[src/rtl/phy_pkg.sv]
// Shared constants and state type for the PHY lane receive path.
package phy_pkg;

    localparam logic [7:0]  PHY_COM    = 8'hBC;
    localparam int unsigned PHY_BYTE_W = 8;

    typedef enum logic [1:0] {
        SEARCH = 2'd0,
        ALIGN  = 2'd1,
        ACTIVE = 2'd2
    } phy_rx_state_e;

endpackage

[src/rtl/phy_rx_com_det.sv]
// Serial shift register with look-ahead COM detection.
// o_sr_next is the byte window including the bit being sampled this cycle.
module phy_rx_com_det
    import phy_pkg::*;
#(
    parameter logic [7:0] COM_BYTE = PHY_COM
) (
    input  logic                  i_clk,
    input  logic                  i_rst_n,
    input  logic                  i_data,
    output logic [PHY_BYTE_W-1:0] o_sr_next,
    output logic                  o_com_hit
);

    logic [PHY_BYTE_W-1:0] r_sr;

    assign o_sr_next = {r_sr[PHY_BYTE_W-2:0], i_data};
    assign o_com_hit = (o_sr_next == COM_BYTE);

    // Shift one lane bit in per clock, MSB of each byte first.
    always_ff @(posedge i_clk or negedge i_rst_n) begin
        if (!i_rst_n) r_sr <= '0;
        else          r_sr <= o_sr_next;
    end

endmodule

[src/rtl/phy_rx_deser.sv]
// Receive-side lane deserializer: finds COM alignment, locks after
// LOCK_COMS aligned COMs, then emits one byte every 8 bit clocks.
// Optional macro PHY_RX_COM_CNT_EN adds a saturating COM counter output.
module phy_rx_deser
    import phy_pkg::*;
#(
    parameter logic [7:0]  COM_BYTE  = PHY_COM,
    parameter int unsigned LOCK_COMS = 4
) (
    input  logic        clk32f,
    input  logic        reset,
    input  logic        data_in,
    output logic [7:0]  data_out,
    output logic        valid_out,
    output logic        byte_stb,
    output logic        active
`ifdef PHY_RX_COM_CNT_EN
    ,
    output logic [15:0] com_count
`endif
);

    localparam logic [4:0] LP_LOCK = LOCK_COMS[4:0];

    phy_rx_state_e         r_state;
    phy_rx_state_e         w_state_next;
    logic [2:0]            r_bit_cnt;
    logic [3:0]            r_com_cnt;
    logic [PHY_BYTE_W-1:0] w_sr_next;
    logic                  w_com_hit;
    logic                  w_boundary;
    logic                  w_lock;
    logic                  w_out_load;
    logic [7:0]            r_data;
    logic                  r_valid;
    logic                  r_stb;

    phy_rx_com_det #(
        .COM_BYTE (COM_BYTE)
    ) u_com_det (
        .i_clk     (clk32f),
        .i_rst_n   (reset),
        .i_data    (data_in),
        .o_sr_next (w_sr_next),
        .o_com_hit (w_com_hit)
    );

    assign w_boundary = (r_bit_cnt == 3'd7);
    assign w_lock     = w_com_hit && (({1'b0, r_com_cnt} + 5'd1) == LP_LOCK);

    // State register.
    always_ff @(posedge clk32f or negedge reset) begin
        if (!reset) r_state <= SEARCH;
        else        r_state <= w_state_next;
    end

    // Next-state: hunt for COM, confirm at byte boundaries, then stay locked.
    always_comb begin
        w_state_next = r_state;
        case (r_state)
            SEARCH: if (w_com_hit) w_state_next = ALIGN;
            ALIGN: begin
                if (w_boundary) begin
                    if (!w_com_hit)  w_state_next = SEARCH;
                    else if (w_lock) w_state_next = ACTIVE;
                end
            end
            ACTIVE:  w_state_next = ACTIVE;
            default: w_state_next = SEARCH;
        endcase
    end

    // Output decode: the locking boundary already publishes its COM byte.
    always_comb begin
        w_out_load = 1'b0;
        case (r_state)
            ALIGN:   w_out_load = w_boundary && w_lock;
            ACTIVE:  w_out_load = w_boundary;
            default: w_out_load = 1'b0;
        endcase
    end

    // Bit phase and aligned-COM run counters.
    always_ff @(posedge clk32f or negedge reset) begin
        if (!reset) begin
            r_bit_cnt <= '0;
            r_com_cnt <= '0;
        end else begin
            case (r_state)
                SEARCH: begin
                    if (w_com_hit) begin
                        r_bit_cnt <= '0;
                        r_com_cnt <= 4'd1;
                    end
                end
                ALIGN: begin
                    r_bit_cnt <= r_bit_cnt + 3'd1;
                    if (w_boundary) begin
                        if (w_com_hit) r_com_cnt <= r_com_cnt + 4'd1;
                        else           r_com_cnt <= '0;
                    end
                end
                ACTIVE:  r_bit_cnt <= r_bit_cnt + 3'd1;
                default: r_bit_cnt <= r_bit_cnt;
            endcase
        end
    end

    // Byte output registers, updated on the edge sampling the last bit.
    always_ff @(posedge clk32f or negedge reset) begin
        if (!reset) begin
            r_data  <= '0;
            r_valid <= 1'b0;
            r_stb   <= 1'b0;
        end else if (w_out_load) begin
            r_data  <= w_sr_next;
            r_valid <= !w_com_hit;
            r_stb   <= 1'b1;
        end else begin
            r_stb   <= 1'b0;
        end
    end

    assign data_out  = r_data;
    assign valid_out = r_valid;
    assign byte_stb  = r_stb;
    assign active    = (r_state == ACTIVE);

`ifdef PHY_RX_COM_CNT_EN
    logic [15:0] r_com_count;

    // Count COM bytes seen at locked boundaries, saturating.
    always_ff @(posedge clk32f or negedge reset) begin
        if (!reset) begin
            r_com_count <= '0;
        end else if (w_out_load && w_com_hit && (r_com_count != '1)) begin
            r_com_count <= r_com_count + 16'd1;
        end
    end

    assign com_count = r_com_count;
`endif

endmodule
[config.mk]
export PLATFORM = sky130hd
export DESIGN_NAME = phy_rx_deser
export DESIGN_NICKNAME = d
export VERILOG_FILES = /design/src/rtl/phy_pkg.sv /design/src/rtl/phy_rx_com_det.sv /design/src/rtl/phy_rx_deser.sv
export SDC_FILE = /design/constraint.sdc
export NUM_CORES = 1
export LEC_CHECK = 0
export ABC_CLOCK_PERIOD_IN_PS = 1600
export CAP_MARGIN = 10
export CORE_ASPECT_RATIO = 1.2
export CORE_MARGIN = 2
export CORE_UTILIZATION = 35
export CTS_BUF_LIST = sky130_fd_sc_hd__clkbuf_2 sky130_fd_sc_hd__clkbuf_4 sky130_fd_sc_hd__clkbuf_8
export DETAILED_ROUTE_END_ITERATION = 16
export SLEW_MARGIN = 5
export SYNTH_ARGS = -nofsm -noshare
export SYNTH_HDL_FRONTEND = slang
export SYNTH_SLANG_ARGS = --single-unit
[constraint.sdc]
create_clock -name clk32f -period 1.6 [get_ports clk32f]
set_input_delay 0.24 -clock clk32f [delete_from_list [all_inputs] [get_ports clk32f]]
set_output_delay 0.24 -clock clk32f [all_outputs]
set_load 0.01 [all_outputs]
==> impl_metrics.tcl, run 1 <==
set metrics [dict create \
    hold_viol 0 \
    synth_top_family_by_area "compound AO/OA/AOI/OAI gates" \
    synth_edf_count 0 \
    dr.pass1.iters 4 \
    fin_nets 188 \
    worstMarginPinSlew_ns 0.342 \
    timing.rr.end "data_out[5]" \
    ys_top_cells_by_area "dfrtp_1 46%, ha_1 6.2%, a221oi_2 5.3%, o21ai_0 3.9%, nor2b_1 3.1%" \
    critPathKind "reg2reg" \
    critPathRequiredTime_ns 1.76 \
    syn_avg_cell_area_um2 10.7 \
    synthFlopType "dfrtp_1" \
    clock_skew_ns 0.00362 \
    multi_input_area_um2 763 \
    hold_buffers 0 \
    layout.area.seq_um2 651 \
    cts-root-buf "clkbuf_8" \
    die_area_um2 4540 \
    worstSetupStartpoint "u_com_det.r_sr[0]" \
    drtAntennaViolNets 0 \
    grt_pass1_wl_mm 5.65 \
    synth_top_area_cell "dfrtp_1" \
    clk-insertion-delay-late_ns 0.28 \
    async_flop_share 1.00 \
    final_core_util 0.496 \
    synth_warnings 0 \
    synth.distinct_cells 42 \
    setup_slack_ns -0.164 \
    diodes 0 \
    syn_area_um2 1410 \
    place.port_buffers 13 \
    grt_max_degree 27 \
    min_from "data_in" \
    failed_checks "setup timing" \
    slew-limit-headroom 0.772 \
    fin_crit_ns 1.76 \
    status "finished with violations" \
    synth_fa_ha_area_frac 0.0623 \
    leakage_uw 0.000840 \
    setup_viol 19 \
    ys_ff_latch 26 \
    stdcell_area_um2 1940 \
    clk_pin_slew_ns 0.09 \
    r2r_start "u_com_det.r_sr[0]" \
    gp_congestion 0.798 \
    worstRegToRegCells 4 \
    synthSimpleGateAreaFrac 0.198 \
    drcViolationCount 0 \
    antenna_found_initial 0 \
    via_count 1213 \
    numClockSinks 26 \
    hold_path_class "in2reg" \
    die_h_um 73.4 \
    synth-seq-area-share 0.463 \
    cts.path.max_buffers 2 \
    synth_cells 132 \
    routed_wl_mm 3.39 \
    placed_cell_area_um2 1780 \
    cts_tree "built" \
    track_usage 0.169 \
    fmax_mhz 567 \
    drv_slew 0 \
    overflow 0 \
    num_rows 25 \
    cap_violations 0 \
    synth_fp_nets 142 \
    dr.first_iter.drc_count 36 \
    nFillCells 358 \
    htreeDepth 1 \
    cp.arrival_ns 1.93 \
    r2r_slack_ns -0.16 \
    synth_compound_area_frac 0.237 \
    synth_top_cell_area_share 0.463 \
    fin_tns_setup_ns -2.38 \
    core_area_um2 3910 \
    powerDensity_nw_per_um2 770 \
    grt_pass1_vias 1181 \
    synthToLayoutAreaGrowth_pct 37.9 \
    wl_per_cell_um 14.7 \
    drive_above_1_share 0.316 \
    synthMuxAreaShare 0.00801 \
    initial_core_util 0.360 \
    synth-xor-area-share 0 \
    vdd_drop_max_v 0.000524 \
    path_max_fanout 8 \
    chipWidth_um 61.9 \
    worstHoldPathCells 1 \
    start_kind "flip-flop" \
    io_pins 14 \
    critPathCaptureType "flip-flop" \
    hpwl_mm 2.40 \
    drt-vias-per-instance 5.25 \
    cts_buffers 3 \
    period_share 1.10 \
    hold_end "u_com_det.r_sr[0]" \
    rsz0062_at_grt "true" \
]
-- critical path, cell delays in order (launching register included) --
cell	delay (ns)
dfrtp_1	0.40
or4b_4	0.57
or2_4	0.33
a221oi_2	0.25
nand3_1	0.10
-- cells in the mapped netlist (2+ instances only) --
library cell,instances
dfrtp_1,26
o21ai_0,11
ha_1,7
nand3_1,7
nor2b_1,7
and3_1,6
a221oi_2,5
inv_1,5
nand2_1,5
nand2b_1,4
o21ai_1,4
a21oi_1,3
a22oi_1,3
clkbuf_1,3
nand4_1,3
a22o_1,2
a31o_2,2
a31oi_1,2
a41oi_1,2
and2_1,2
nor2_1,2
-- per-stage QoR --
stage / hold WS (ns) / cells / setup slack [ns] / total power [uW]
finish: 0.238 / 231 / -0.164 / 1490
global route: 0.240 / 231 / -0.213 / 1570
CTS: 0.233 / 227 / -0.141 / 1490
detailed placement: 0.378 / 220 / -0.618 / 1020
global placement: 0.384 / 220 / -0.542 / 1010
floorplan: -0.0556 / 132 / -0.164 / 872
-- placed cells by master, fill, tap and decap left out, types with 2 or more instances in the layout --
master,synthesis,final
nor2_1,2,2
a22oi_1,3,3
nand2b_1,4,4
clkdlybuf4s50_1,0,11
inv_1,5,5
ha_1,7,7
a31o_2,2,2
and3_1,6,6
nand2_1,5,4
a22o_1,2,2
nand3_1,7,7
clkbuf_8,0,4
a41oi_1,2,2
buf_4,0,31
a221oi_2,5,5
and2_1,2,2
dfrtp_1,26,26
o21ai_0,11,7
a21oi_1,3,3
o21ai_1,4,8
nor2b_1,7,7
nand4_1,3,3
buf_6,1,2
-- flip-flops by register name (all words and copies together), names as in the netlist --
register / cells
data_out: 8
r_state: 2
r_com_cnt: 4
r_bit_cnt: 3
valid_out: 1
byte_stb: 1
u_com_det.r_sr: 7
-- layout make-up --
type | count | share of cell area
Multi-Input combinational cell | 96 | 0.394
Sequential cell | 26 | 0.335
Timing Repair Buffer | 46 | 0.198
Tap cell | 54 | 0.0348
Clock buffer | 4 | 0.0284
Inverter | 5 | 0.00968
-- report_power, final --
group          switching (uW)  internal [uW]  total [uW]
clock                     212            221         433
sequential               21.2            688         709
combinational             168            183         351
total                     402           1090        1490
-- worst max-delay path by stage --
stage	end	depth (start not counted)
2_1_floorplan	data_out[2]	6
3_3_place_gp	data_out[7]	5
3_5_place_dp	data_out[4]	5
4_1_cts	data_out[5]	4
5_1_grt	data_out[5]	4
6_report	data_out[5]	4
-- per-layer routing --
| metal | wire [um] | up-vias | track usage |
|---|---|---|---|
| li1 | - | 591 | - |
| met1 | 1510 | 606 | 0.219 |
| met2 | 1750 | 12 | 0.276 |
| met3 | 70 | 4 | 0.0299 |
| met4 | 63 | 0 | 0.0638 |
| met5 | 0 | - | 0 |
-- timing repair --
action                                  in CTS  in global routing
endpoints found under the setup margin      20                 20
gates cloned                                 0                  0
buffers inserted                             3                  4
pin swaps                                    5                  4
gates resized for setup                     12                  6
-- logic make-up (layout without fill, tap and decap cells) --
group	Yosys count	in the layout
buffers and inverters	10	55
AOI/OAI and AO/OA	43	43
DFF	26	26
muxes	1	1
adders and majority gates	7	7
and+or+nand+nor	45	45
No activity file was read; power rests on OpenSTA's default activity.
==> inputs of run 2 (changes only) <==
--- a/config.mk
+++ b/config.mk
@@ -9,9 +9,10 @@
 export CAP_MARGIN = 10
 export CORE_ASPECT_RATIO = 1.2
 export CORE_MARGIN = 2
-export CORE_UTILIZATION = 35
+export CORE_UTILIZATION = 53
 export CTS_BUF_LIST = sky130_fd_sc_hd__clkbuf_2 sky130_fd_sc_hd__clkbuf_4 sky130_fd_sc_hd__clkbuf_8
 export DETAILED_ROUTE_END_ITERATION = 16
+export PLACE_DENSITY = 0.78
 export SLEW_MARGIN = 5
 export SYNTH_ARGS = -nofsm -noshare
 export SYNTH_HDL_FRONTEND = slang
==> run 2 against run 1 <==
  * The flow still finishes with violations (setup timing)
  * Global-route usage up 8.4 points
  * Power up 1.0%
  * Final cell count is 11% lower
  * Core utilization is 26 points higher
  * Clock power rose by 3%
  * Fmax is 1.5% higher
  * Worst setup slack better by 0.027 ns
==> impl_metrics.tcl, run 2 (synthesis results as in run 1) <==
set metrics [dict create \
    status "finished with violations" \
    failed_checks "setup timing" \
    drcViolationCount 0 \
    worstMarginPinSlew_ns 0.323 \
    worstRegToRegCells 5 \
    die_area_um2 3080 \
    cap_violations 0 \
    grt_pass1_wl_mm 5.84 \
    cts-root-buf "clkbuf_4" \
    fin_crit_ns 1.74 \
    cp_cell_sequence "or4b_4 > buf_6 > o41ai_2 > a41o_1 > a31o_2" \
    gp_congestion 0.875 \
    drive_above_1_share 0.337 \
    numClockSinks 26 \
    core_area_um2 2530 \
    clock_skew_ns 0.00593 \
    crit_slowest_cell "or4b_4" \
    grt_pass1_vias 1257 \
    path_buf_inv 1 \
    clk-insertion-delay-late_ns 0.32 \
    hold_path_class "in2async" \
    critPathKind "reg2reg" \
    powerDensity_nw_per_um2 792 \
    multi_input_area_um2 801 \
    nFillCells 162 \
    setup_slack_ns -0.137 \
    antenna_found_initial 0 \
    cts.path.max_buffers 2 \
    start_kind "flip-flop" \
    leakage_uw 0.000815 \
    critPathCaptureType "flip-flop" \
    clk_pin_slew_ns 0.14 \
    die_h_um 60.4 \
    final_common_cell "buf_4" \
    routed_wl_mm 3.39 \
    crit_family "compound AO/OA/AOI/OAI gates" \
    dr.pass1.iters 4 \
    io_pins 14 \
    mostFrequentLayoutCells "27 x buf_4, 26 x dfrtp_1, 12 x clkdlybuf4s50_1" \
    pre_cts_ws_ns -0.534 \
    slew-limit-headroom 0.785 \
    critPathMaxStageDelay_ns 0.53 \
    drtAntennaViolNets 0 \
    via_count 1240 \
    place.port_buffers 13 \
    vdd_drop_max_v 0.000814 \
    cts_tree "built" \
    wl_per_cell_um 16.5 \
    period_share 1.09 \
    cts_buffers 3 \
    rsz0062_at_grt "true" \
    setup_viol 19 \
    num_rows 20 \
    chipWidth_um 51.0 \
    critPathRequiredTime_ns 1.87 \
    r2r_start "u_com_det.r_sr[0]" \
    final_core_util 0.753 \
    drv_slew 0 \
    layout.area.seq_um2 651 \
    diodes 0 \
    initial_core_util 0.556 \
    hpwl_mm 2.34 \
    synthToLayoutAreaGrowth_pct 35.3 \
    overflow 0 \
    dr.first_iter.drc_count 58 \
    cp.arrival_ns 2.00 \
    htreeDepth 1 \
    hold_viol 0 \
    fmax_mhz 576 \
    r2r_slack_ns -0.14 \
    track_usage 0.253 \
    grt_max_degree 27 \
    fin_nets 183 \
    drt-vias-per-instance 6.05 \
    hold_buffers 0 \
    largest_reg_flops 8 \
    path_max_fanout 4 \
    timing.rr.end "r_state[0]" \
]
-- run 2: layout make-up --
| type | count | share of cell area |
|---|---|---|
| clock buffer | 3 | 0.0118 |
| inverter | 5 | 0.00986 |
| clock inverter | 1 | 0.0158 |
| multi-input combinational | 96 | 0.421 |
| timing repair buffer | 41 | 0.178 |
| sequential | 26 | 0.342 |
| tap | 33 | 0.0217 |
-- run 2: power breakdown --
part | leakage (uW) | internal (uW) | switching, uW
Clock | 0.0000279 | 253 | 193
Combinational | 0.000488 | 173 | 178
Sequential | 0.000299 | 688 | 22.9
Total | 0.000815 | 1110 | 393
-- run 2: metrics by stage --
| step | instance area (um2) | hold slack [ns] | TNS, ns | power [uW] | std cells |
|---|---|---|---|---|---|
| final | 1900 | 0.255 | -1.37 | 1510 | 205 |
| after global routing | 1900 | 0.300 | -2.64 | 1570 | 205 |
| after CTS | 1880 | 0.270 | -0.931 | 1490 | 203 |
| after detailed placement | 1740 | 0.384 | -9.02 | 1020 | 198 |
| after global placement | 1740 | 0.385 | -8.19 | 1000 | 198 |
| after floorplan | 1420 | -0.0556 | -1.77 | 872 | 132 |
-- run 2: timing repair --
item,4_1_cts,5_1_grt
setup endpoints to repair,20,20
buffers inserted,1,2
pin swaps,11,8
gates resized for setup,21,6
-- run 2: worst max path at each step --
stage / from / end / slack [ns] / cells past startpoint
after floorplan: u_com_det.r_sr[0] / data_out[2] / -0.16 / 6
after global placement: data_in / r_com_cnt[0] / -0.47 / 7
after detailed placement: data_in / data_out[5] / -0.53 / 5
after CTS: u_com_det.r_sr[0] / data_out[5] / -0.09 / 4
after global routing: u_com_det.r_sr[0] / data_out[2] / -0.19 / 5
final: u_com_det.r_sr[0] / r_state[0] / -0.14 / 5
-- run 2: layer usage --
layer | share of wire | vias up | track usage
li1 | - | 585 | -
met4 | 0.019 | 0 | 0.135
met3 | 0.029 | 8 | 0.0271
met1 | 0.41 | 613 | 0.302
met2 | 0.54 | 34 | 0.451
met5 | 0 | - | 0
==> inputs of run 3 (changes only) <==
--- a/config.mk
+++ b/config.mk
@@ -12,8 +12,8 @@
 export CORE_UTILIZATION = 53
 export CTS_BUF_LIST = sky130_fd_sc_hd__clkbuf_2 sky130_fd_sc_hd__clkbuf_4 sky130_fd_sc_hd__clkbuf_8
 export DETAILED_ROUTE_END_ITERATION = 16
-export PLACE_DENSITY = 0.78
-export SLEW_MARGIN = 5
+export PLACE_DENSITY = 0.77
 export SYNTH_ARGS = -nofsm -noshare
 export SYNTH_HDL_FRONTEND = slang
+export SYNTH_HIERARCHICAL = 1
 export SYNTH_SLANG_ARGS = --single-unit
==> run 3 against run 2 <==
  * The flow still finishes with violations (setup timing)
  * Final cell count up 20%
  * Register-to-register slack worse by 0.05 ns
  * Non-clock buffer count up 20
  * Power down 5.1%
  * Via count up 22%
  * Wire length up 31%
  * Worst setup slack worse by 0.053 ns
  * Flip-flop and latch count unchanged
  * Design area up 20%
  * Global-route usage up 2.7 points
  * First-iteration DRC count up 21%
  * Critical path type unchanged
  * Critical endpoint is now data_out[1]
==> impl_metrics.tcl, run 3 <==
set metrics [dict create \
    status "finished with violations" \
    synthFlopType "dfrtp_1" \
    async_flop_share 1.00 \
    synthSimpleGateAreaFrac 0.207 \
    fin_tns_setup_ns -2.41 \
    synth-xor-area-share 0 \
    antenna_found_initial 0 \
    synth_top_family_by_area "compound AO/OA/AOI/OAI gates" \
    cts.path.max_buffers 2 \
    io_pins 14 \
    ys_top_cells_by_area "dfrtp_1 43%, ha_1 5.8%, a311o_1 5.3%, nand2_1 4.7%, o221ai_1 4.6%" \
    synth_warnings 6 \
    critPathKind "reg2reg" \
    synth_compound_area_frac 0.221 \
    synth_cells 156 \
    grt_max_degree 27 \
    syn_area_um2 1510 \
    synth_fp_nets 166 \
    wl_per_cell_um 18.1 \
    overflow 0 \
    largest_reg_flops 8 \
    mostFrequentLayoutCells "33 x buf_4, 24 x dfrtp_1, 15 x nand2_1" \
    powerDensity_nw_per_um2 629 \
    gp_congestion 0.772 \
    fin_crit_ns 1.79 \
    drt-vias-per-instance 6.15 \
    ys_ff_latch 26 \
    drtAntennaViolNets 0 \
    drv_slew 0 \
    dr.pass1.iters 4 \
    period_share 1.12 \
    drcViolationCount 0 \
    worstRegToRegCells 7 \
    drive_above_1_share 0.434 \
    fmax_mhz 558 \
    synth-seq-area-share 0.431 \
    hpwl_mm 2.44 \
    yosysMostFrequentCell "dfrtp_1" \
    via_count 1514 \
    dpl.cell_count 222 \
    r2r_slack_ns -0.19 \
    final_cells 246 \
    worstMarginPinSlew_ns 0.483 \
    failed_checks "setup timing" \
    vdd_drop_max_v 0.000580 \
    path_max_fanout 7 \
    hold_path_class "in2async" \
    hold_viol 0 \
    cap_violations 0 \
    cts_buffers 3 \
    cp.arrival_ns 2.01 \
    htreeDepth 1 \
    numClockSinks 26 \
    final_core_util 0.825 \
    r2r_start "u_com_det/r_sr[5]" \
    synth_top_area_cell "dfrtp_1" \
    syn_avg_cell_area_um2 9.67 \
    die_h_um 62.5 \
    diodes 0 \
    initial_core_util 0.547 \
    clock_skew_ns 0.00939 \
    die_area_um2 3290 \
    synthMuxAreaShare 0 \
    start_kind "flip-flop" \
    synthToLayoutAreaGrowth_pct 50.9 \
    critPathRequiredTime_ns 1.82 \
    core_area_um2 2760 \
    synth.distinct_cells 34 \
    cts-root-buf "clkbuf_4" \
    routed_wl_mm 4.45 \
    fin_nets 223 \
    slew-limit-headroom 0.678 \
    cts_tree "built" \
    setup_viol 19 \
    dr.first_iter.drc_count 70 \
    critPathCaptureType "flip-flop" \
    track_usage 0.279 \
    hold_buffers 0 \
    num_rows 21 \
    clk_pin_slew_ns 0.15 \
    synth_fa_ha_area_frac 0.0580 \
    synth_top_cell_area_share 0.431 \
    synth_common_cells "26 x dfrtp_1, 19 x nand2_1, 14 x inv_1" \
    leakage_uw 0.000967 \
    final_common_cell "buf_4" \
    synth_edf_count 0 \
    nFillCells 160 \
    timing.rr.end "data_out[1]" \
    place.port_buffers 13 \
    grt_pass1_vias 1503 \
    setup_slack_ns -0.191 \
    rsz0062_at_grt "true" \
    clk-insertion-delay-late_ns 0.32 \
    grt_pass1_wl_mm 7.00 \
    chipWidth_um 52.7 \
]
[run 3: cell count changes after synthesis, sizes merged, moves of 7 or more]
cell    previous run  this run
a311o              0         8
nand2              5        19
nand3              7        14
nor3               1         9
o221ai             1         8
inv                5        14
[run 3: layer usage]
layer	vias to the layer above	global-route usage	wire length, um
li1	688	-	-
met1	754	0.345	1820
met2	56	0.484	2370
met4	0	0.0962	108
met3	16	0.0383	155
met5	-	0	0
[run 3: cells by family (layout without fill, tap and decap cells)]
| group | count (synthesis) | after routing |
|---|---|---|
| adders and majority gates | 7 | 7 |
| AOI/OAI and AO/OA | 42 | 43 |
| DFF | 26 | 26 |
| and+or+nand+nor | 56 | 57 |
| buffers and inverters | 25 | 79 |
[run 3: what timing repair did]
action                                 CTS  global route
cloned                                   2             0
setup buffers                            7            11
pin swaps                               14            11
setup endpoints to repair               17            25
endpoints found under the hold margin    0             0
gates resized for setup                 29            28
[run 3: layout make-up]
| cell class | count | area [um2] | share of cell area |
|---|---|---|---|
| flip-flops and latches | 26 | 653 | 0.287 |
| inverters | 14 | 52.6 | 0.0231 |
| well taps | 34 | 42.5 | 0.0187 |
| multi-input cells | 107 | 922 | 0.405 |
| clock buffers | 4 | 36.3 | 0.0159 |
| repair buffers | 61 | 571 | 0.251 |
[run 3: worst max path at each step]
stage / start / endpoint / slack, ns / cells after the start
finish: u_com_det/r_sr[5] / data_out[1] / -0.19 / 7
global route: u_com_det/r_sr[5] / r_state[0] / -0.27 / 10
global placement: data_in / data_out[5] / -0.31 / 7
detailed placement: data_in / data_out[5] / -0.34 / 7
CTS: r_com_cnt[1] / data_out[5] / -0.15 / 5
floorplan: r_com_cnt[1] / data_out[4] / -0.02 / 6
[run 3: worst max-delay path, cell delays in order, from the launching register on]
cell	delay [ns]
dfrtp_1	0.41
nand4b_1	0.23
nor4_2	0.17
buf_4	0.20
nand3_4	0.12
nand3_1	0.14
o221ai_1	0.12
a311o_1	0.28
[run 3: report_power, final]
part	internal, uW	switching [uW]	total [uW]
registers	683	15.7	699
clock network	139	203	342
logic	156	235	390
[run 3: through the flow]
| step | area, um2 | hold WS (ns) | power [uW] | setup slack [ns] |
|---|---|---|---|---|
| 5_1_grt | 2280 | 0.299 | 1500 | -0.268 |
| 4_1_cts | 2120 | 0.271 | 1370 | -0.145 |
| 2_1_floorplan | 1550 | -0.0556 | 867 | -0.0197 |
| 3_5_place_dp | 1880 | 0.462 | 1010 | -0.340 |
| 6_report | 2280 | 0.266 | 1430 | -0.191 |
| 3_3_place_gp | 1880 | 0.456 | 1000 | -0.312 |
